--- src/rtl/fb_scanout.sv ---
// fb_scanout: VGA-style timing generator that pulls RGB565 pixels from an
// upstream frame streamer into a top-left aligned window, paints a border
// colour over the rest of the active area and black during blanking.
module fb_scanout #(
    parameter int H_ACTIVE  = 640,
    parameter int H_FP      = 16,
    parameter int H_SYNC    = 96,
    parameter int H_BP      = 48,
    parameter int V_ACTIVE  = 480,
    parameter int V_FP      = 10,
    parameter int V_SYNC    = 2,
    parameter int V_BP      = 33,
    parameter int FB_WIDTH  = 128,
    parameter int FB_HEIGHT = 128
) (
    input  logic        clk_pix,
    input  logic        reset_n_i,
    input  logic        enable_i,
    input  logic [23:0] base_addr_i,
    input  logic [23:0] border_color_i,
    input  logic        err_clr_i,
    input  logic [15:0] stream_data_i,
    input  logic        stream_preloading_i,
    input  logic        stream_err_underflow_i,
    output logic        stream_start_frame_o,
    output logic [23:0] stream_base_address_o,
    output logic        stream_ena_o,
    output logic        hsync_o,
    output logic        vsync_o,
    output logic        de_o,
    output logic [7:0]  red_o,
    output logic [7:0]  green_o,
    output logic [7:0]  blue_o,
    output logic [15:0] frame_count_o,
    output logic        err_underflow_o,
    output logic        err_late_o
);

    localparam int H_TOTAL = H_ACTIVE + H_FP + H_SYNC + H_BP;
    localparam int V_TOTAL = V_ACTIVE + V_FP + V_SYNC + V_BP;
    localparam int HW      = $clog2(H_TOTAL);
    localparam int VW      = $clog2(V_TOTAL);

    localparam int HS_START = H_ACTIVE + H_FP;
    localparam int HS_END   = HS_START + H_SYNC;
    localparam int VS_START = V_ACTIVE + V_FP;
    localparam int VS_END   = VS_START + V_SYNC;

    localparam logic [HW-1:0] H_LAST  = HW'(H_TOTAL - 1);
    localparam logic [VW-1:0] V_LAST  = VW'(V_TOTAL - 1);
    localparam logic [HW-1:0] H_ACT_C = HW'(H_ACTIVE);
    localparam logic [VW-1:0] V_ACT_C = VW'(V_ACTIVE);
    localparam logic [HW-1:0] FB_W_C  = HW'(FB_WIDTH);
    localparam logic [VW-1:0] FB_H_C  = VW'(FB_HEIGHT);

    typedef enum logic [2:0] {
        ST_DISABLED,
        ST_SYNC,
        ST_PRELOAD,
        ST_RUN,
        ST_SKIP
    } state_t;

    // ------------------------------------------------------------------
    // Raster position
    // ------------------------------------------------------------------
    logic [HW-1:0] h_cnt_reg, h_cnt_next;
    logic [VW-1:0] v_cnt_reg, v_cnt_next;

    // Free-running raster counters; they never stop for enable_i so the
    // monitor keeps a stable sync even while the stream is idle.
    always_comb begin
        h_cnt_next = h_cnt_reg + HW'(1);
        v_cnt_next = v_cnt_reg;
        if (h_cnt_reg == H_LAST) begin
            h_cnt_next = '0;
            if (v_cnt_reg == V_LAST) begin
                v_cnt_next = '0;
            end else begin
                v_cnt_next = v_cnt_reg + VW'(1);
            end
        end
    end

    // Raster counter registers.
    always_ff @(posedge clk_pix or negedge reset_n_i) begin
        if (!reset_n_i) begin
            h_cnt_reg <= '0;
            v_cnt_reg <= '0;
        end else begin
            h_cnt_reg <= h_cnt_next;
            v_cnt_reg <= v_cnt_next;
        end
    end

    logic in_active;
    logic in_window;
    logic h_sync_pos;
    logic v_sync_pos;
    logic at_frame_start;   // first cycle of vertical blanking: request next frame
    logic at_frame_wrap;    // last cycle of the frame: next cycle is (0,0)

    assign in_active  = (h_cnt_reg < H_ACT_C) && (v_cnt_reg < V_ACT_C);
    assign in_window  = (h_cnt_reg < FB_W_C) && (v_cnt_reg < FB_H_C);
    // One extra bit so a sync pulse ending exactly at the total still compares.
    assign h_sync_pos = ({1'b0, h_cnt_reg} >= (HW+1)'(HS_START)) &&
                        ({1'b0, h_cnt_reg} <  (HW+1)'(HS_END));
    assign v_sync_pos = ({1'b0, v_cnt_reg} >= (VW+1)'(VS_START)) &&
                        ({1'b0, v_cnt_reg} <  (VW+1)'(VS_END));
    assign at_frame_start = (h_cnt_reg == '0) && (v_cnt_reg == V_ACT_C);
    assign at_frame_wrap  = (h_cnt_reg == H_LAST) && (v_cnt_reg == V_LAST);

    // ------------------------------------------------------------------
    // Frame sequencing
    // ------------------------------------------------------------------
    state_t state_reg, state_next;
    logic   start_frame;
    logic   enter_run;
    logic   enter_skip;

    // Next-state and frame events. The start request is issued at the top
    // of vertical blanking so the streamer has the whole blanking interval
    // to preload; if it is still preloading when the frame wraps, the frame
    // is skipped rather than shown torn.
    always_comb begin
        state_next  = state_reg;
        start_frame = 1'b0;
        enter_run   = 1'b0;
        enter_skip  = 1'b0;
        if (!enable_i) begin
            state_next = ST_DISABLED;
        end else begin
            case (state_reg)
                ST_DISABLED: begin
                    state_next = ST_SYNC;
                end
                ST_SYNC, ST_RUN, ST_SKIP: begin
                    if (at_frame_start) begin
                        start_frame = 1'b1;
                        state_next  = ST_PRELOAD;
                    end
                end
                ST_PRELOAD: begin
                    if (at_frame_wrap) begin
                        if (!stream_preloading_i) begin
                            enter_run  = 1'b1;
                            state_next = ST_RUN;
                        end else begin
                            enter_skip = 1'b1;
                            state_next = ST_SKIP;
                        end
                    end
                end
                default: begin
                    state_next = ST_DISABLED;
                end
            endcase
        end
    end

    // State register.
    always_ff @(posedge clk_pix or negedge reset_n_i) begin
        if (!reset_n_i) begin
            state_reg <= ST_DISABLED;
        end else begin
            state_reg <= state_next;
        end
    end

    // Pixel pull is combinational so the streamer sees it in the same cycle
    // the pixel is used; gating with enable_i makes a disable take effect
    // immediately rather than one cycle late.
    assign stream_ena_o         = enable_i && (state_reg == ST_RUN) && in_window;
    assign stream_start_frame_o = start_frame;

    // ------------------------------------------------------------------
    // Frame base address and frame counter
    // ------------------------------------------------------------------
    logic [23:0] base_addr_reg;
    logic [15:0] frame_cnt_reg;

    // Base address is captured only with the start request, so software
    // can rewrite base_addr_i at any time without tearing the current frame.
    always_ff @(posedge clk_pix or negedge reset_n_i) begin
        if (!reset_n_i) begin
            base_addr_reg <= '0;
        end else if (start_frame) begin
            base_addr_reg <= base_addr_i;
        end
    end

    // Count frames that were actually displayed from the stream.
    always_ff @(posedge clk_pix or negedge reset_n_i) begin
        if (!reset_n_i) begin
            frame_cnt_reg <= '0;
        end else if (enter_run) begin
            frame_cnt_reg <= frame_cnt_reg + 16'd1;
        end
    end

    assign stream_base_address_o = base_addr_reg;
    assign frame_count_o         = frame_cnt_reg;

    // ------------------------------------------------------------------
    // Sticky error flags: bit 0 underflow, bit 1 late preload
    // ------------------------------------------------------------------
    logic [1:0] err_set;
    logic [1:0] err_reg;
    logic [1:0] err_next;

    assign err_set = {enter_skip, stream_err_underflow_i};

    // A new error event wins over a clear arriving in the same cycle so
    // no event is ever lost.
    generate
        for (genvar gi = 0; gi < 2; gi++) begin : g_err
            assign err_next[gi] = err_set[gi] | (err_reg[gi] & ~err_clr_i);
        end
    endgenerate

    // Sticky error registers.
    always_ff @(posedge clk_pix or negedge reset_n_i) begin
        if (!reset_n_i) begin
            err_reg <= '0;
        end else begin
            err_reg <= err_next;
        end
    end

    assign err_underflow_o = err_reg[0];
    assign err_late_o      = err_reg[1];

    // ------------------------------------------------------------------
    // Video output stage
    // ------------------------------------------------------------------
    logic [7:0] red_next, green_next, blue_next;
    logic [7:0] red_reg, green_reg, blue_reg;
    logic       de_reg, hsync_reg, vsync_reg;

    // Pixel colour: streamed pixels are widened by replicating their MSBs
    // so full-scale 565 maps to full-scale 888; the rest of the active
    // area shows the border colour and blanking is forced to black.
    always_comb begin
        red_next   = '0;
        green_next = '0;
        blue_next  = '0;
        if (stream_ena_o) begin
            red_next   = {stream_data_i[15:11], stream_data_i[15:13]};
            green_next = {stream_data_i[10:5],  stream_data_i[10:9]};
            blue_next  = {stream_data_i[4:0],   stream_data_i[4:2]};
        end else if (in_active) begin
            red_next   = border_color_i[23:16];
            green_next = border_color_i[15:8];
            blue_next  = border_color_i[7:0];
        end
    end

    // Register all video outputs together so they stay aligned, one cycle
    // behind the raster position.
    always_ff @(posedge clk_pix or negedge reset_n_i) begin
        if (!reset_n_i) begin
            de_reg    <= 1'b0;
            hsync_reg <= 1'b0;
            vsync_reg <= 1'b0;
            red_reg   <= '0;
            green_reg <= '0;
            blue_reg  <= '0;
        end else begin
            de_reg    <= in_active;
            hsync_reg <= h_sync_pos;
            vsync_reg <= v_sync_pos;
            red_reg   <= red_next;
            green_reg <= green_next;
            blue_reg  <= blue_next;
        end
    end

    assign de_o    = de_reg;
    assign hsync_o = hsync_reg;
    assign vsync_o = vsync_reg;
    assign red_o   = red_reg;
    assign green_o = green_reg;
    assign blue_o  = blue_reg;

endmodule

--- config.mk ---
export PLATFORM = sky130hd
export DESIGN_NAME = fb_scanout
export DESIGN_NICKNAME = d
export VERILOG_FILES = /design/src/rtl/fb_scanout.sv
export SDC_FILE = /design/constraint.sdc
export NUM_CORES = 1
export LEC_CHECK = 0
export CORE_AREA = 2 2 97 99
export CTS_BUF_LIST = sky130_fd_sc_hd__clkbuf_4 sky130_fd_sc_hd__clkbuf_8 sky130_fd_sc_hd__clkbuf_16
export DETAILED_ROUTE_END_ITERATION = 8
export DIE_AREA = 0 0 99 101
export GPL_TIMING_DRIVEN = 1
export PLACE_DENSITY = 0.85
export SYNTH_ARGS = -nofsm -noshare
export SYNTH_HDL_FRONTEND = slang
export SYNTH_SLANG_ARGS = --single-unit
--- constraint.sdc ---
create_clock -name clk_pix -period 2.2 [get_ports clk_pix]
set_input_delay 0.44 -clock clk_pix [delete_from_list [all_inputs] [get_ports clk_pix]]
set_output_delay 0.44 -clock clk_pix [all_outputs]
set_load 0.01 [all_outputs]
==> results of run 1 <==
## Yosys cell counts, types with 2 or more instances
cell,count,area share
nand4_1,12,0.019
a21oi_1,2,0.0025
xnor2_1,8,0.018
inv_1,11,0.010
and4_1,3,0.0066
nand3_1,10,0.013
a22o_1,29,0.064
or3_1,2,0.0031
clkbuf_1,5,0.0047
mux2_2,6,0.017
nor2_1,18,0.017
dfrtp_1,92,0.58
nor3_1,14,0.018
buf_2,5,0.0063
or2_2,2,0.0031
buf_6,2,0.0057
xor2_1,20,0.044
nor4b_1,3,0.0066
nand2_1,14,0.013
mux2_1,20,0.057
o21ai_0,5,0.0063
ha_1,5,0.016
nor4_1,9,0.014
nor3b_1,4,0.0076
o22ai_1,2,0.0031
and3_1,3,0.0047
## metal layers
| layer | GRT usage | share of wire |
|---|---|---|
| met1 | 0.251 | 0.41 |
| met2 | 0.355 | 0.51 |
| met3 | 0.0381 | 0.058 |
| met5 | 0 | 0 |
| met4 | 0.0706 | 0.019 |
## cell families (layout without fill, tap and decap cells)
group / after synthesis / count (layout)
DFF: 92 / 92
AOI/OAI and AO/OA: 42 / 42
and+or+nand+nor: 106 / 106
muxes: 26 / 26
adders and majority gates: 5 / 5
xor gates and xnor gates: 28 / 28
buffers and inverters: 24 / 207
## metrics by stage
step            util  setup slack, ps  instances
6_report       0.668             89.0        617
5_1_grt        0.668             4.95        617
4_1_cts        0.668             15.2        617
3_5_place_dp   0.641             -230        600
3_3_place_gp   0.641             -223        600
2_1_floorplan      -              190        323
## power by group through the flow
stage          Combinational (W)  Sequential, W  Clock [W]
2_1_floorplan          0.0000997        0.00182          0
3_3_place_gp            0.000405        0.00180          0
3_5_place_dp            0.000417        0.00180          0
4_1_cts                 0.000420        0.00177    0.00125
5_1_grt                 0.000448        0.00177    0.00131
6_report                0.000415        0.00177    0.00121
## worst paths after layout
| path | start | end | slack (ps) |
|---|---|---|---|
| min | stream_base_address_o[9]$_DFFE_PN0P_ | stream_base_address_o[9]$_DFFE_PN0P_ | 490 |
| min reg2reg | stream_base_address_o[9]$_DFFE_PN0P_ | stream_base_address_o[9]$_DFFE_PN0P_ | 490 |
| max in group asynchronous | reset_n_i | stream_base_address_o[7]$_DFFE_PN0P_ | 1010 |
| max | h_cnt_reg[9]$_DFF_PN0_ | stream_ena_o | 90 |
| max reg2reg | v_cnt_reg[8]$_DFFE_PN0N_ | frame_count_o[13]$_DFFE_PN0P_ | 130 |
| min in group asynchronous | reset_n_i | frame_count_o[5]$_DFFE_PN0P_ | 510 |
## what timing repair did
| action | in CTS | in global routing |
|---|---|---|
| endpoints found under the setup margin | 2 | 2 |
| buffers inserted | 0 | 0 |
| endpoints found under the hold margin | 20 | 0 |
| resized for setup | 10 | 2 |
| pin swaps | 1 | 2 |
| hold buffers | 1 | 0 |
## final cells by class
type,instances,area share
clock buffers,9,0.0206
clock inverters,7,0.0154
inverters,11,0.00688
multi-input cells,207,0.263
flip-flops and latches,92,0.384
well taps,111,0.0231
repair buffers,180,0.287
==> impl_metrics.toml, run 1 <==
[status]
status = "finished clean"

[worst_setup_path]
slowest_stage = "dfrtp_1"
cp-end-kind = "output pin"
crit_family = "simple AND/OR/NAND/NOR gates"
crit_required_ps = 1760
cp_cell_sequence = "nor4_2 -> buf_4 -> and4_4 -> clkdlybuf4s15_2"
crit_type = "reg -> out"
critPathArrivalTime_ps = 1670
start_kind = "flop"
path_max_fanout = 3
worst-path-buf-inv = 2
slowest_delay_ps = 400
r2r_cells = 6
path_depth = 4

[layout]
mostFrequentLayoutCells = "clkdlybuf4s50_1 (137), dfrtp_1 (92), buf_4 (38)"
largest_reg_flops = 24
stdcell_area_mm2 = 0.00600
layout.cells.most_common = "clkdlybuf4s50_1"
num_antenna_cells = 0
multi_input_area_mm2 = 0.00158
layout.area.seq_mm2 = 0.00230
syn2layout_area_growth_pct = 51.1
num-fill-cells = 680
drive_above_1_share = 0.148
nets = 576

[power_and_ir_drop]
seqPwrFrac = 0.521
p_switching_w = 0.000841
power.total_w = 0.00339
p_per_area_mw_per_mm2 = 566
p_leak_nw = 2.83
ir_drop_mv = 0.296
power_frac_comb = 0.122
p_int_w = 0.00255
power_frac_clock = 0.356
switching_share = 0.248

[detailed_routing]
drc = 0
drt-initial-drc-count = 78
viasPerCell = 5.23
via_count = 3229
ant_nets = 0
dr.pass1.iters = 4
wirelength_mm = 9.93
wl_per_cell_um = 16.1

[yosys]
syn_inst = 323
synth_seq_cells = 92
yosys_warnings = 0
yosys.area_share.simple = 0.157
syn-num-nets = 398
seq_area_frac_synth = 0.580
synth_edf_count = 0
syn_avg_cell_area_um2 = 12.3
synth.distinct_cells = 43
syn_area_mm2 = 0.00397
synth_xor_area_frac = 0.0617
synth_compound_area_frac = 0.0835
async_flop_share = 1.00
synthAdderAreaFrac = 0.0157
synth_ff_type = "dfrtp_1"
synth_top_family_by_area = "simple AND/OR/NAND/NOR gates"
muxShareOfSynthArea = 0.0737

[place]
hpwl_mm = 7.61
io_buffers = 140
place_congestion = 0.913
place_area_mm2 = 0.00576

[die]
chipWidth_um = 99
initial_core_util = 0.443
core_area_mm2 = 0.00898
rows = 35
die_y_um = 101
die_area_mm2 = 0.0100
io_pins = 141

[timing]
skew_ps = 19.6
whs_ps = 492
rsz0062_at_grt = "no"
finalCritPeriodShare = 0.960
period_needed_ps = 2110
setup_tns_ps = 0
finalSetupViolations = 0
fmax_mhz = 474
worst_slew_pin_slew_ps = 550
hold_viol_final = 0
drv_slew = 0
slew_headroom = 0.630

[clock_tree]
cts_max_level = 3
cts_sinks = 92
cts_tree = "done"
cts_made_buffers = 9
clkTransAtPathRegs_ps = 90
cts_buffer_depth = 2
clock_latency_ps = 370
cts_root_buf = "clkbuf_8"

[job]
maxCapViolations = 0

[global_routing]
track_usage = 0.202
grt_pass1_vias = 3374
antenna_found_initial = 0
grt_first_pass_wirelength_mm = 16.1
grt_overflow = 0
grt_max_degree = 43

[min_path]
holdPathStages = 1
hold_class = "reg -> reg"
Power figures use the tool's default switching activity.
==> run 2: changes to the inputs <==
- MAX_ROUTING_LAYER: default -> met4
- clock period: 2.2 -> 2.6 ns (I/O delays scaled with it)
==> run 2 against run 1 <==
  * First-iteration DRC count is 9.0% lower
  * Register-to-register slack better by 370 ps
  * Via count is 4.2% lower
  * Core utilization is 2.7 points lower
  * Combinational power is 19% lower
  * Worst hold slack worse by 340 ps
  * Largest power group unchanged
==> impl_metrics.toml, run 2 (synthesis gave the netlist of run 1 again) <==
[worst_setup_path]
r2r_cells = 7
start_kind = "flop"
crit_required_ps = 2080
timing.rr.end = "stream_base_address_o[3]$_DFFE_PN0P_"
critPathArrivalTime_ps = 1850
r2r_start = "v_cnt_reg[0]$_DFFE_PN0N_"
path_max_fanout = 5
crit_type = "reg -> out"
rrSetupSlack_ps = 500
cp-end-kind = "output pin"

[status]
status = "finished clean"

[layout]
drive_above_1_share = 0.0962
layout.cells.most_common = "clkdlybuf4s50_1"
syn2layout_area_growth_pct = 44.9
num_antenna_cells = 0
largest_reg_flops = 24
nets = 548
mostFrequentLayoutCells = "clkdlybuf4s50_1 (137), dfrtp_1 (92), a22o_1 (29)"
fin_cells = 589

[clock_tree]
clkTransAtPathRegs_ps = 90
clock_latency_ps = 360
cts_max_level = 3
cts_root_buf = "clkbuf_8"
cts_tree = "done"
cts_buffer_depth = 2
holdBufCountCts = 0
cts_sinks = 92
cts_made_buffers = 9

[place]
place_inst = 573
place_congestion = 0.968
io_buffers = 140
hpwl_mm = 7.07

[detailed_routing]
wirelength_mm = 9.42
viasPerCell = 5.25
dr.pass1.iters = 4
drc = 0
wl_per_cell_um = 16.0
drt-initial-drc-count = 71
ant_nets = 0
via_count = 3093

[die]
io_pins = 141
core_area_mm2 = 0.00898
rows = 35
chipWidth_um = 99
initial_core_util = 0.443
die_area_mm2 = 0.0100
die_y_um = 101

[power_and_ir_drop]
ir_drop_mv = 0.259
p_per_area_mw_per_mm2 = 470
power.total_w = 0.00271
p_leak_nw = 2.67

[timing]
slew_headroom = 0.626
finalSetupViolations = 0
period_needed_ps = 2370
hold_viol_final = 0
finalCritPeriodShare = 0.912
skew_ps = 12.1
fmax_mhz = 422
worst_slew_pin_slew_ps = 560
drv_slew = 0
rsz0062_at_grt = "no"

[global_routing]
grt_overflow = 0
grt_first_pass_wirelength_mm = 15.1
antenna_found_initial = 0
track_usage = 0.194
grt_max_degree = 45
grt_pass1_vias = 3169

[job]
maxCapViolations = 0

[min_path]
hold_class = "in -> async"
-- run 2: changes by cell type in the layout (fill, tap and decap cells not counted), sizes merged --
| cell | before | now |
|---|---|---|
| buf | 41 | 13 |
| bufinv | 1 | 0 |
| clkbuf | 9 | 11 |
| clkdlybuf4s15 | 1 | 0 |
| clkinv | 3 | 1 |
| clkinvlp | 0 | 3 |
| dlygate4sd2 | 0 | 2 |
| dlygate4sd3 | 1 | 0 |
| inv | 14 | 12 |
-- run 2: final cells by class --
class | count | area, um2
fill | 703 | 3220
timing repair buffer | 152 | 1510
tap | 111 | 139
sequential | 92 | 2300
multi-input combinational | 207 | 1590
clock inverter | 5 | 36.3
clock buffer | 11 | 139
inverter | 11 | 41.3
-- run 2: critical path, cell delays in order, from the launching register on --
cell           delay [ps]
dfrtp_1               450
nand4_1               210
nor3_1                290
nand4_1               140
nor2_1                140
dlygate4sd2_1         290
-- run 2: routing by layer --
metal / vias to the layer above / GRT usage / share of wire
met3: 14 / 0.0374 / 0.055
met2: 94 / 0.320 / 0.50
met4: 0 / 0.0590 / 0.015
li1: 1469 / - / -
met1: 1516 / 0.244 / 0.43
met5: - / - / 0
-- run 2: worst max-delay path by stage --
| stage | start | endpoint | slack (ps) | cells after the start |
|---|---|---|---|---|
| after floorplan | v_cnt_reg[0]$_DFFE_PN0N_ | stream_base_address_o[10]$_DFFE_PN0P_ | 590 | 7 |
| after global placement | enable_i | stream_ena_o | 20 | 4 |
| after detailed placement | enable_i | stream_ena_o | -5 | 4 |
| after CTS | v_cnt_reg[0]$_DFFE_PN0N_ | stream_start_frame_o | 240 | 6 |
| after global routing | v_cnt_reg[7]$_DFFE_PN0N_ | stream_start_frame_o | 70 | 5 |
| final | v_cnt_reg[7]$_DFFE_PN0N_ | stream_start_frame_o | 230 | 5 |
-- run 2: repair_timing --
item | CTS | global route
hold endpoints to repair | 0 | 0
setup buffers | 0 | 0
setup endpoints to repair | 2 | 0
gates resized for setup | 7 | 0
-- run 2: power breakdown --
group | internal, W | leakage [nW] | switching [W]
clock network | 0.000371 | 0.0828 | 0.000500
registers | 0.00147 | 1.20 | 0.0000241
logic | 0.000208 | 1.39 | 0.000128
-- run 2: through the flow --
step / area, um2 / setup slack [ps] / TNS, ps / hold WS, ps / util
6_report: 5760 / 230 / 0 / 149 / 0.641
5_1_grt: 5760 / 74.7 / 0 / 184 / 0.641
4_1_cts: 5760 / 243 / 0 / 161 / 0.641
3_5_place_dp: 5550 / -4.53 / -4.53 / 465 / 0.619
3_3_place_gp: 5550 / 18.1 / 0 / 459 / 0.619
2_1_floorplan: 3970 / 590 / 0 / 224 / -
==> run 3: changes to the inputs <==
- CORE_AREA: 2 2 97 99 -> 2 2 94 96
- DIE_AREA: 0 0 99 101 -> 0 0 96 98
- MAX_ROUTING_LAYER: met4 -> default
- PLACE_DENSITY: 0.85 -> 0.9
- REMOVE_ABC_BUFFERS: default -> 1
==> run 3 against run 2 <==
  * Register-to-register slack got worse by 70 ps
  * Largest power group unchanged
  * Sequential power about the same
  * Core utilization grew 4.1 points
  * Via count up 3.3%
  * Combinational power about the same
  * Largest cell class unchanged
==> impl_metrics.toml, run 3 (synthesis gave the netlist of run 1 again) <==
[timing]
skew_ps = 13.2
finalCritPeriodShare = 0.972
rsz0062_at_grt = "no"
setup_tns_ps = 0
worst_slew_pin_slew_ps = 665
setup_slack_ps = 72.3
finalSetupViolations = 0
hold_viol_final = 0
slew_headroom = 0.557
drv_slew = 0
period_needed_ps = 2530
fmax_mhz = 396

[worst_setup_path]
crit_type = "in -> out"
path_max_fanout = 2
critPathArrivalTime_ps = 2010
timing.rr.end = "frame_count_o[11]$_DFFE_PN0P_"
r2r_cells = 5
r2r_start = "h_cnt_reg[0]$_DFF_PN0_"
crit_required_ps = 2080
start_kind = "input port"
rrSetupSlack_ps = 430
cp-end-kind = "output pin"

[clock_tree]
cts_tree = "done"
cts_buffer_depth = 2
cts_sinks = 92
cts_root_buf = "clkbuf_8"
clock_latency_ps = 360
cts_max_level = 3
cts_made_buffers = 9
clkTransAtPathRegs_ps = 90
holdBufCountCts = 0

[layout]
syn2layout_area_growth_pct = 45.4
mostFrequentLayoutCells = "clkdlybuf4s50_1 (138), dfrtp_1 (91), a22o_1 (29)"
nets = 549
layout.cells.most_common = "clkdlybuf4s50_1"
stdcell_area_mm2 = 0.00578
largest_reg_flops = 24
drive_above_1_share = 0.0983
num_antenna_cells = 0

[place]
hpwl_mm = 6.78
place_congestion = 0.885
place_area_mm2 = 0.00555
dpl_worst_slack_ps = 85.1
io_buffers = 140

[die]
io_pins = 141
die_area_mm2 = 0.00941
rows = 34
die_y_um = 98
core_area_mm2 = 0.00847
initial_core_util = 0.469
chipWidth_um = 96

[power_and_ir_drop]
power.total_w = 0.00279
p_per_area_mw_per_mm2 = 482
p_leak_nw = 2.69
ir_drop_mv = 0.316

[detailed_routing]
ant_nets = 0
drc = 0
wirelength_mm = 9.12
wl_per_cell_um = 15.6
drt-initial-drc-count = 166
dr.pass1.iters = 4
viasPerCell = 5.45
via_count = 3196

[global_routing]
antenna_found_initial = 0
grt_pass1_vias = 3248
grt_max_degree = 54
grt_first_pass_wirelength_mm = 14.9
track_usage = 0.201
grt_overflow = 0

[job]
maxCapViolations = 0

[status]
status = "finished clean"

[min_path]
hold_class = "in -> async"
[run 3: how the worst max path moves through the flow]
stage	start	end	slack [ps]	depth (start not counted)
after global routing	h_cnt_reg[8]$_DFF_PN0_	stream_ena_o	10	3
after detailed placement	enable_i	stream_ena_o	90	4
final	enable_i	stream_ena_o	70	4
after floorplan	v_cnt_reg[0]$_DFFE_PN0N_	stream_base_address_o[0]$_DFFE_PN0P_	260	6
after global placement	enable_i	stream_ena_o	80	4
after CTS	h_cnt_reg[8]$_DFF_PN0_	stream_ena_o	40	3
[run 3: metrics by stage]
stage / utilization / cells / hold slack, ps
4_1_cts: 0.681 / 586 / 204
2_1_floorplan: - / 310 / 224
3_3_place_gp: 0.655 / 571 / 456
5_1_grt: 0.683 / 586 / 223
6_report: 0.683 / 586 / 190
3_5_place_dp: 0.655 / 571 / 473
[run 3: layout make-up]
cell class / instances / area [um2]
Tap cell: 108 / 135
Sequential cell: 92 / 2300
Multi-Input combinational cell: 207 / 1590
Inverter: 11 / 41.3
Timing Repair Buffer: 153 / 1510
Fill cell: 580 / 2690
Clock inverter: 5 / 62.6
Clock buffer: 10 / 138
[run 3: timing repair]
action	CTS	global route
buffers inserted	0	0
pin swaps	0	0
gates resized for setup	5	2
setup endpoints to repair	2	1
[run 3: metal layers]
| metal | vias to the layer above | part of all wire | wire length (um) | global-route usage |
|---|---|---|---|---|
| met4 | 0 | 0.015 | 138 | 0.0626 |
| met2 | 122 | 0.52 | 4760 | 0.346 |
| met5 | - | 0 | 0 | 0 |
| li1 | 1481 | - | - | - |
| met1 | 1573 | 0.38 | 3510 | 0.241 |
| met3 | 20 | 0.078 | 714 | 0.0571 |
[run 3: power by group]
part           switching (W)  leakage [nW]  internal (W)
combinational       0.000125          1.40      0.000208
clock               0.000484        0.0946      0.000468
sequential         0.0000257          1.19       0.00147
[run 3: critical path: stages]
cell             delay [ps]
clkdlybuf4s50_1         470
and3b_1                 190
and4_1                  250
clkdlybuf4s50_1         570
